===== src/rtl/uart.sv =====
// 8N1 UART on the GPIO register bus: programmable 16x-oversampling divisor,
// single-entry TX holding register, RX FIFO and a level interrupt.
module uart #(
  parameter int unsigned RX_DEPTH = 4
) (
  input  logic       clk,
  input  logic       reset,
  input  logic       uart_rx,
  output logic       uart_tx,
  output logic       interrupt,
  input  logic [4:0] reg_addr,
  input  logic [7:0] reg_data_in,
  output logic [7:0] reg_data_out,
  input  logic       reg_write,
  input  logic       reg_read
);
  localparam int unsigned PW = (RX_DEPTH > 1) ? $clog2(RX_DEPTH) : 1;
  localparam int unsigned CW = PW + 1;
  localparam int unsigned DW = 16;

  typedef enum logic [1:0] {S_IDLE, S_START, S_DATA, S_STOP} state_e;

  logic          wr_data, wr_stat, wr_ien, wr_divl, wr_divh, rd_data;
  logic [2:0]    ien_q;
  logic [7:0]    divl_q, divh_q;
  logic [DW-1:0] div;
  logic [7:0]    hold_q;
  logic          hold_full_q, ovr_q, ferr_q;

  state_e        tx_state_q, tx_state_d;
  logic [DW-1:0] tx_pre_q, tx_pre_d;
  logic [3:0]    tx_cnt_q, tx_cnt_d;
  logic [2:0]    tx_bit_q, tx_bit_d;
  logic [7:0]    tx_sh_q, tx_sh_d;
  logic          tx_q, tx_d, tx_tick, tx_end, tx_load, tx_busy;

  state_e        rx_state_q, rx_state_d;
  logic [DW-1:0] rx_pre_q, rx_pre_d;
  logic [3:0]    rx_cnt_q, rx_cnt_d;
  logic [2:0]    rx_bit_q, rx_bit_d;
  logic [7:0]    rx_sh_q, rx_sh_d;
  logic          rx_s1_q, rx_s2_q, rx_brk_q, rx_brk_d, rx_tick, rx_push, ferr_set;

  logic [7:0]    mem_q [RX_DEPTH];
  logic [PW-1:0] wp_q, rp_q;
  logic [CW-1:0] fcnt_q;
  logic          rx_avail, rx_full, pop, push_ok, ovr_set;

  assign wr_data = reg_write && (reg_addr == 5'd0);
  assign wr_stat = reg_write && (reg_addr == 5'd1);
  assign wr_ien  = reg_write && (reg_addr == 5'd2);
  assign wr_divl = reg_write && (reg_addr == 5'd4);
  assign wr_divh = reg_write && (reg_addr == 5'd5);
  assign rd_data = reg_read  && (reg_addr == 5'd0);
  assign div     = {divh_q, divl_q};

  assign rx_avail = (fcnt_q != '0);
  assign rx_full  = (fcnt_q == CW'(RX_DEPTH));
  assign pop      = rd_data && rx_avail;
  // A pop in the same cycle frees the slot a full-FIFO push needs.
  assign push_ok  = rx_push && (!rx_full || pop);
  assign ovr_set  = rx_push && rx_full && !pop;

  assign tx_tick = (tx_pre_q == '0);
  assign tx_end  = tx_tick && (tx_cnt_q == 4'hf);
  assign tx_busy = (tx_state_q != S_IDLE);
  assign rx_tick = (rx_pre_q == '0);

  // TX next state: prescaler reloads with DIV so a new divisor applies at the next reload.
  always_comb begin
    tx_state_d = tx_state_q;
    tx_pre_d   = tx_tick ? div : tx_pre_q - DW'(1);
    tx_cnt_d   = tx_tick ? tx_cnt_q + 4'd1 : tx_cnt_q;
    tx_bit_d   = tx_bit_q;
    tx_sh_d    = tx_sh_q;
    tx_load    = 1'b0;
    case (tx_state_q)
      S_IDLE: begin
        tx_pre_d = div;
        tx_cnt_d = '0;
        if (hold_full_q) begin
          tx_load    = 1'b1;
          tx_state_d = S_START;
        end
      end
      S_START: if (tx_end) begin
        tx_bit_d   = '0;
        tx_state_d = S_DATA;
      end
      S_DATA: if (tx_end) begin
        tx_sh_d  = {1'b0, tx_sh_q[7:1]};
        tx_bit_d = tx_bit_q + 3'd1;
        if (tx_bit_q == 3'd7) tx_state_d = S_STOP;
      end
      S_STOP: if (tx_end) begin
        tx_load    = hold_full_q;
        tx_state_d = hold_full_q ? S_START : S_IDLE;
      end
      default: tx_state_d = S_IDLE;
    endcase
    if (tx_load) tx_sh_d = hold_q;
    case (tx_state_q)
      S_START: tx_d = 1'b0;
      S_DATA:  tx_d = tx_sh_q[0];
      default: tx_d = 1'b1;
    endcase
  end

  // RX next state: start validated at mid-bit, then data/stop sampled every 16 ticks.
  always_comb begin
    rx_state_d = rx_state_q;
    rx_pre_d   = rx_tick ? div : rx_pre_q - DW'(1);
    rx_cnt_d   = rx_tick ? rx_cnt_q + 4'd1 : rx_cnt_q;
    rx_bit_d   = rx_bit_q;
    rx_sh_d    = rx_sh_q;
    rx_brk_d   = rx_brk_q;
    rx_push    = 1'b0;
    ferr_set   = 1'b0;
    case (rx_state_q)
      S_IDLE: begin
        rx_pre_d = div;
        rx_cnt_d = '0;
        rx_bit_d = '0;
        rx_brk_d = 1'b0;
        if (!rx_s2_q) rx_state_d = S_START;
      end
      S_START: if (rx_tick && (rx_cnt_q == 4'd7)) begin
        rx_pre_d   = div;
        rx_cnt_d   = '0;
        rx_state_d = rx_s2_q ? S_IDLE : S_DATA;
      end
      S_DATA: if (rx_tick && (rx_cnt_q == 4'hf)) begin
        rx_sh_d  = {rx_s2_q, rx_sh_q[7:1]};
        rx_bit_d = rx_bit_q + 3'd1;
        if (rx_bit_q == 3'd7) rx_state_d = S_STOP;
      end
      S_STOP: begin
        if (rx_brk_q) begin
          rx_pre_d = div;
          rx_cnt_d = '0;
          if (rx_s2_q) rx_state_d = S_IDLE;
        end else if (rx_tick && (rx_cnt_q == 4'hf)) begin
          if (rx_s2_q) begin
            rx_push    = 1'b1;
            rx_state_d = S_IDLE;
          end else begin
            ferr_set = 1'b1;
            rx_brk_d = 1'b1;
          end
        end
      end
      default: rx_state_d = S_IDLE;
    endcase
  end

  always_ff @(posedge clk or negedge reset) begin
    if (!reset) begin
      ien_q       <= '0;
      divl_q      <= '0;
      divh_q      <= '0;
      hold_q      <= '0;
      hold_full_q <= 1'b0;
      ovr_q       <= 1'b0;
      ferr_q      <= 1'b0;
      tx_state_q  <= S_IDLE;
      tx_pre_q    <= '0;
      tx_cnt_q    <= '0;
      tx_bit_q    <= '0;
      tx_sh_q     <= '0;
      tx_q        <= 1'b1;
    end else begin
      if (wr_ien)  ien_q  <= reg_data_in[2:0];
      if (wr_divl) divl_q <= reg_data_in;
      if (wr_divh) divh_q <= reg_data_in;
      if (tx_load) begin
        hold_full_q <= 1'b0;
      end else if (wr_data && !hold_full_q) begin
        hold_q      <= reg_data_in;
        hold_full_q <= 1'b1;
      end
      if (ovr_set)                         ovr_q  <= 1'b1;
      else if (wr_stat && reg_data_in[4])  ovr_q  <= 1'b0;
      if (ferr_set)                        ferr_q <= 1'b1;
      else if (wr_stat && reg_data_in[5])  ferr_q <= 1'b0;
      tx_state_q <= tx_state_d;
      tx_pre_q   <= tx_pre_d;
      tx_cnt_q   <= tx_cnt_d;
      tx_bit_q   <= tx_bit_d;
      tx_sh_q    <= tx_sh_d;
      tx_q       <= tx_d;
    end
  end

  always_ff @(posedge clk or negedge reset) begin
    if (!reset) begin
      rx_s1_q    <= 1'b1;
      rx_s2_q    <= 1'b1;
      rx_state_q <= S_IDLE;
      rx_pre_q   <= '0;
      rx_cnt_q   <= '0;
      rx_bit_q   <= '0;
      rx_sh_q    <= '0;
      rx_brk_q   <= 1'b0;
      wp_q       <= '0;
      rp_q       <= '0;
      fcnt_q     <= '0;
    end else begin
      rx_s1_q    <= uart_rx;
      rx_s2_q    <= rx_s1_q;
      rx_state_q <= rx_state_d;
      rx_pre_q   <= rx_pre_d;
      rx_cnt_q   <= rx_cnt_d;
      rx_bit_q   <= rx_bit_d;
      rx_sh_q    <= rx_sh_d;
      rx_brk_q   <= rx_brk_d;
      if (push_ok) wp_q <= wp_q + PW'(1);
      if (pop)     rp_q <= rp_q + PW'(1);
      fcnt_q <= fcnt_q + CW'(push_ok) - CW'(pop);
    end
  end

  always_ff @(posedge clk) begin
    if (push_ok) mem_q[wp_q] <= rx_sh_q;
  end

  always_comb begin
    reg_data_out = '0;
    case (reg_addr)
      5'd0: if (rx_avail) reg_data_out = mem_q[rp_q];
      5'd1: reg_data_out = {2'b00, ferr_q, ovr_q, hold_full_q, tx_busy, rx_full, rx_avail};
      5'd2: reg_data_out = {5'b00000, ien_q};
      5'd4: reg_data_out = divl_q;
      5'd5: reg_data_out = divh_q;
      default: reg_data_out = '0;
    endcase
  end

  assign uart_tx   = tx_q;
  assign interrupt = (ien_q[0] && rx_avail) ||
                     (ien_q[1] && !hold_full_q && !tx_busy) ||
                     (ien_q[2] && (ovr_q || ferr_q));

endmodule


===== config.mk =====
export PLATFORM = sky130hd
export DESIGN_NAME = uart
export DESIGN_NICKNAME = d
export VERILOG_FILES = /design/src/rtl/uart.sv
export SDC_FILE = /design/constraint.sdc
export NUM_CORES = 1
export LEC_CHECK = 0
export CORE_AREA = 3 3 168 170
export CTS_BUF_LIST = sky130_fd_sc_hd__clkbuf_2
export CTS_CLUSTER_SIZE = 12
export DETAILED_ROUTE_END_ITERATION = 8
export DIE_AREA = 0 0 171 173
export GPL_ROUTABILITY_DRIVEN = 0
export GPL_TIMING_DRIVEN = 0
export PLACE_DENSITY = 0.47
export REMOVE_ABC_BUFFERS = 1
export SYNTH_ARGS = -nofsm -noshare
export SYNTH_HDL_FRONTEND = slang
export SYNTH_SLANG_ARGS = --single-unit

===== constraint.sdc =====
create_clock -name clk -period 8.1 [get_ports clk]
set_clock_uncertainty 0.15 [all_clocks]
set_input_delay 1.62 -clock clk [delete_from_list [all_inputs] [get_ports clk]]
set_output_delay 1.62 -clock clk [all_outputs]
set_load 0.01 [all_outputs]

==> flow_summary_export.csv, run 1 <==
group,metric,value,unit
layout,fin_util,28.2,%
power,power.share.combinational,29.6,%
cts,postCtsSetupRepairBufs,0,
route,route.vias.total,4344,
floorplan,die_wd,171,um
min_path,hold_path.class,"reg2reg",
logic_synthesis,yosys_register_bits,139,
setup_path,cpMostUsedCell,"clkdlybuf4s50_1",
sta,rsz0062_at_grt,"no",
floorplan,initial_utilization,25.0,%
power,power.share.switching,37.3,%
setup_path,cp_cell_sequence,"clkdlybuf4s50_1 > or3b_2 > nor2_1 > a222oi_1 > nand2_1 > clkdlybuf4s50_1",
placement,hpwl,11.1,mm
logic_synthesis,synth_seq_area_share,54.2,%
grt,global_route.usage.total,10.9,%
setup_path,endpoint_kind,"output pin",
logic_synthesis,async_reset_ff_share,77.0,%
placement,place.port_buffers,27,
logic_synthesis,post_synth_instance_area,0.00672,sq mm
cts,ctsHoldBuffers,0,
route,detail_route.wirelength,15.4,mm
cts,cts.reportedPaths.clkPinSlew,0.21,ns
cts,cts_resized,0,
grt,grt_first_pass_wirelength,25.0,mm
sta,timing.slew.headroom,23.8,%
sta,final_max_slew_viol_count,0,
logic_synthesis,synthCells,562,
logic_synthesis,synth_area_per_cell,11.9,sq um
sta,final_critical_path_time_including_i_o_delays_and_setup,5.89,ns
grt,grt_overflow,0,
route,drtIter0Drc,237,
setup_path,crit_path_max_fanout,8,
setup_path,cp.required,6.33,ns
cts,ctsHtreeMaxLevel,4,
route,residual_drc,0,
cts,cts_num_sinks,139,
sta,final.setup.tns,0,ns
layout,nets,635,
power,cellInternalPower,0.00127,W
placement,detailedPlace.worstSlack,2.12,ns
cts,cts.path.max_buffers,2,
job,maxCapViolCount,0,
cts,insertion_delay,0.70,ns
route,vias_per_cell,4.59,
setup_path,critPathMaxStageDelay,0.57,ns
route,drtAntennaViolNets,0,
setup_path,worstSetupPathType,"in2out",
setup_path,cp_slowest_cell,"clkdlybuf4s50_1",
floorplan,core-area,0.0269,sq mm
layout,layout-drive-gt1-share,17.8,%
floorplan,die_area,0.0296,sq mm
power,clock_share_of_power,18.5,%
cts,tritoncts,"yes",
placement,numPlacedInstances,915,
cts,cts-buffers-inserted,17,
sta,worst_pin_slew,1.14,ns
grt,antenna_found_initial,0,
sta,setup-violations-final,0,
logic_synthesis,count_of_different_cell_masters_after_synthesis,63,
power,net-switching-power,0.000753,W
layout,final-instance-count-excl-fill,947,
layout,insertedDiodeCount,0,
floorplan,chipHeight,173,um
logic_synthesis,synth-edff-count,32,
cts,clock-root-buffer,"clkbuf_2",
route,drtPass1Iterations,5,
power,pwr-share-seq,51.8,%
logic_synthesis,yosys_most_used_dff,"dfrtp_1",
power,maximum_vdd_drop,0.0996,mV
setup_path,setup.worst_path.start_class,"primary input",
logic_synthesis,synthesis.yosys.warnings,0,
layout,flow.area_growth_from_synthesis,12.7,%
grt,grt_pass1_vias,4517,
sta,fin_ws,2.21,ns
floorplan,num_rows,60,
setup_path,arrival,4.12,ns
grt,grt_max_degree,65,
run_status,run_status,"completed",
route,wl_per_cell,16.2,um
sta,final-hold-violation-count,0,
power,power_density,267,mW/mm^2
sta,maxClockFrequency,170,MHz
floorplan,ioPinCount,28,
sta,finalCritPeriodShare,72.7,%
power,p_leak,3.22,nW
==> cell type report <==
class / count / area [sq um]
inverters: 28 / 105
clock buffers: 18 / 90.1
fillers: 2780 / 19300
well taps: 341 / 427
flip-flops and latches: 139 / 3640
repair buffers: 29 / 310
clock inverters: 14 / 124
multi-input cells: 378 / 2870
==> logic make-up after synthesis <==
family,count (synthesis),synth area share (%)
and+or+nand+nor,171,13.3
adders and majority gates,24,4.58
DFF,139,54.2
xor gates and xnor gates,36,4.70
buffers and inverters,45,3.09
AOI/OAI and AO/OA,81,7.30
muxes,66,12.7
==> per-layer routing <==
metal / track usage (%) / vias to the layer above / part of all wire, %
li1: - / 2075 / -
met1: 14.1 / 2188 / 45
met2: 18.1 / 67 / 49
met3: 2.86 / 14 / 4.5
met4: 3.05 / 0 / 1.6
met5: 0 / - / 0
==> power groups by stage <==
stage | Sequential [W] | Combinational [W] | Clock [W]
after CTS | 0.00105 | 0.000606 | 0.000392
after global routing | 0.00108 | 0.000681 | 0.000421
after floorplan | 0.00100 | 0.000454 | 0
final | 0.00105 | 0.000599 | 0.000374
after global placement | 0.00106 | 0.000571 | 0
after detailed placement | 0.00107 | 0.000601 | 0
==> registers in the layout, summed over array words and instances, names as in the netlist, 4 cells and up, named ones only <==
register and count:
divl_q 8, rx_pre_q 16, rx_cnt_q 4, tx_cnt_q 4, rx_sh_q 8, divh_q 8
mem_q 32, tx_pre_q 16, tx_sh_q 8, hold_q 8
==> Yosys cell counts (all sizes together), types with 2 or more instances <==
library cell	number	share of area, %
dfrtp	104	39
nand2	54	3.0
mux2	52	9.2
nor2	43	2.4
edfxtp	32	14
o21ai	30	2.2
inv	28	1.6
ha	23	4.3
a21oi	22	1.6
xnor2	22	2.9
nor3	14	1.2
xor2	14	1.8
nand3	12	0.89
nor4	10	1.6
buf	9	1.1
clkbuf	8	0.45
mux4	8	2.7
mux2i	6	0.89
a22oi	5	0.56
and2	5	0.47
nand4	5	0.69
or4	5	0.58
nand2b	4	0.37
nor4b	4	0.52
or3	4	0.39
a222oi	3	0.45
a31oi	3	0.28
dfstp	3	1.2
a21o	2	0.22
and4	2	0.26
nor3b	2	0.22
o211ai	2	0.22
o31ai	2	0.22
==> worst paths after layout <==
check | startpoint | to | slack, ns | cells past startpoint
setup / recovery | reg_addr[2] | reg_data_out[2] | 2.21 | 6
hold / removal | rx_s1_q | rx_s2_q | 0.22 | 0
setup reg to reg | rx_pre_q[0] | fcnt_q[2] | 4.50 | 12
hold reg to reg | rx_s1_q | rx_s2_q | 0.22 | 0
max in group asynchronous | reset | rx_s1_q | 6.27 | 2
min in group asynchronous | reset | tx_bit_q[2] | 0.76 | 1
==> critical path: cells and delay by family <==
kind | cells | cell delay (ns)
buffers and inverters | 2 | 1.10
AOI/OAI and AO/OA | 1 | 0.22
and+or+nand+nor | 3 | 1.19
==> through the flow <==
step,hold slack (ns),cell area (sq um),power [W]
floorplan,0.195,6610,0.00146
global placement,0.196,7310,0.00163
detailed placement,0.197,7350,0.00167
CTS,0.223,7570,0.00205
global route,0.228,7570,0.00218
finish,0.221,7570,0.00202
==> cell usage in the layout (no fill, tap or decap), types with 14 or more instances in the layout <==
| cell | instances |
|---|---|
| a21oi_1 | 22 |
| clkbuf_2 | 18 |
| clkdlybuf4s50_1 | 26 |
| dfrtp_1 | 104 |
| edfxtp_1 | 32 |
| ha_1 | 23 |
| inv_1 | 28 |
| mux2_2 | 43 |
| nand2_1 | 54 |
| nor2_1 | 42 |
| o21ai_0 | 30 |
| xnor2_1 | 22 |
| xor2_1 | 14 |
Note: power is estimated with default switching activity, not from simulation.
==> run 2: changes to the inputs <==
PLACE_DENSITY = 0.49   (was 0.47)
clock period = 5.3 ns   (was 8.1 ns; I/O delays follow)
==> flow_summary_export.csv, run 2 (same netlist as run 1, synthesis figures left out) <==
group,metric,value,unit
cts,cts_num_sinks,139,
sta,timing.slew.headroom,15.8,%
layout,insertedDiodeCount,0,
floorplan,chipHeight,173,um
power,maximum_vdd_drop,0.153,mV
job,maxCapViolCount,0,
setup_path,arrival,3.66,ns
cts,ctsHtreeMaxLevel,4,
cts,cts-buffers-inserted,17,
sta,final_critical_path_time_including_i_o_delays_and_setup,4.87,ns
route,detail_route.wirelength,14.7,mm
floorplan,die_wd,171,um
layout,layout_commonest_cell,"dfrtp_1",
route,residual_drc,0,
setup_path,worstSetupPathType,"in2out",
layout,fillers,2772,
cts,insertion_delay,0.70,ns
power,power_density,418,mW/mm^2
grt,grt_first_pass_wirelength,24.3,mm
layout,cell_area_after_layout,0.00764,sq mm
layout,mostFrequentLayoutCells,"104 x dfrtp_1, 54 x nand2_1, 43 x mux2_2, 42 x nor2_1, 32 x edfxtp_1",
layout,multiInputGateArea,0.00287,sq mm
grt,grt_max_degree,81,
power,p_leak,3.25,nW
floorplan,initial_utilization,25.0,%
sta,maxClockFrequency,205,MHz
sta,worst_hold_slack,0.223,ns
run_status,run_status,"completed",
placement,numPlacedInstances,915,
layout,final-instance-count-excl-fill,948,
sta,final_max_slew_viol_count,0,
layout,flow.area_growth_from_synthesis,13.7,%
cts,postCtsSetupRepairBufs,0,
sta,finalCritPeriodShare,91.9,%
placement,placement_stage_cell_area,0.00736,sq mm
route,drtPass1Iterations,4,
cts,cts_resized,0,
grt,grt_overflow,0,
layout,reg.largest.list,"mem_q (32), rx_pre_q (16), tx_pre_q (16)",
grt,grt_pass1_vias,4366,
sta,rsz0062_at_grt,"no",
placement,hpwl,10.3,mm
layout,ff_latch_area,0.00364,sq mm
sta,setup-violations-final,0,
route,drtIter0Drc,300,
layout,nets,636,
floorplan,core-area,0.0269,sq mm
floorplan,ioPinCount,28,
setup_path,setup.worst_path.start_class,"primary input",
floorplan,die_area,0.0296,sq mm
route,vias_per_cell,4.46,
sta,worst_pin_slew,1.26,ns
cts,clock-root-buffer,"clkbuf_2",
cts,cts.reportedPaths.clkPinSlew,0.22,ns
route,route.vias.total,4229,
grt,global_route.usage.total,10.4,%
sta,final-hold-violation-count,0,
grt,antenna_found_initial,0,
layout,largest_register_ffs,32,
setup_path,cp.required,4.09,ns
layout,layout-drive-gt1-share,18.0,%
cts,cts.path.max_buffers,2,
setup_path,endpoint_kind,"output pin",
setup_path,crit_path_max_fanout,8,
route,drtAntennaViolNets,0,
route,wl_per_cell,15.5,um
min_path,hold_path.class,"reg2reg",
floorplan,num_rows,60,
layout,top_register,"mem_q",
placement,place.port_buffers,27,
cts,tritoncts,"yes",
==> run 2: cell type report <==
class,count,area share (%)
clock buffer,17,1.11
clock inverter,15,2.44
inverter,28,1.38
multi-input combinational,378,37.5
sequential,139,47.7
tap,341,5.59
timing repair buffer,30,4.24
==> run 2: path summary, 6_finish.rpt <==
path / start / end / slack, ns / cells after the start
min in group asynchronous: reset / rx_sh_q[2] / 0.60 / 2
setup / recovery: reg_addr[2] / reg_data_out[7] / 0.43 / 6
hold / removal: rx_s1_q / rx_s2_q / 0.22 / 0
max in group asynchronous: reset / uart_tx / 3.68 / 3
hold reg to reg: rx_s1_q / rx_s2_q / 0.22 / 0
setup reg to reg: rx_pre_q[0] / fcnt_q[2] / 1.77 / 12
==> run 2: layer usage <==
metal  track usage [%]  vias up  part of all wire, %
li1                  -     2072                    -
met4              3.22        0                  1.9
met5                 0        -                    0
met2              15.3       47                   44
met1              15.0     2092                   51
met3              2.67       18                  2.8
==> run 2: worst max-delay path, cell delays in order <==
cell,delay [ns]
clkdlybuf4s50_1,0.48
or3_1,0.44
nor4_2,0.72
a222oi_1,0.32
inv_1,0.10
clkdlybuf4s50_1,0.54
==> run 2: stage by stage <==
| step | setup WS (ns) | setup TNS [ns] | power [W] | utilization (%) |
|---|---|---|---|---|
| 4_1_cts | 0.375 | 0 | 0.00324 | 28.4 |
| 3_3_place_gp | -1.55 | -159.99 | 0.00250 | 27.2 |
| 2_1_floorplan | 1.82 | 0 | 0.00223 | - |
| 5_1_grt | 0.230 | 0 | 0.00345 | 28.4 |
| 6_report | 0.430 | 0 | 0.00319 | 28.4 |
| 3_5_place_dp | 0.380 | 0 | 0.00253 | 27.4 |
==> run 2: power by group <==
group	total, W	switching [W]	internal (W)
Combinational	0.000904	0.000461	0.000443
Clock	0.000695	0.000422	0.000273
Sequential	0.00159	0.000269	0.00132
Total	0.00319	0.00115	0.00204
==> run 2: what timing repair did <==
item | 4_1_cts | 5_1_grt
hold buffers | 1 | 0
hold endpoints to repair | 19 | 0
endpoints found under the setup margin | 0 | 0
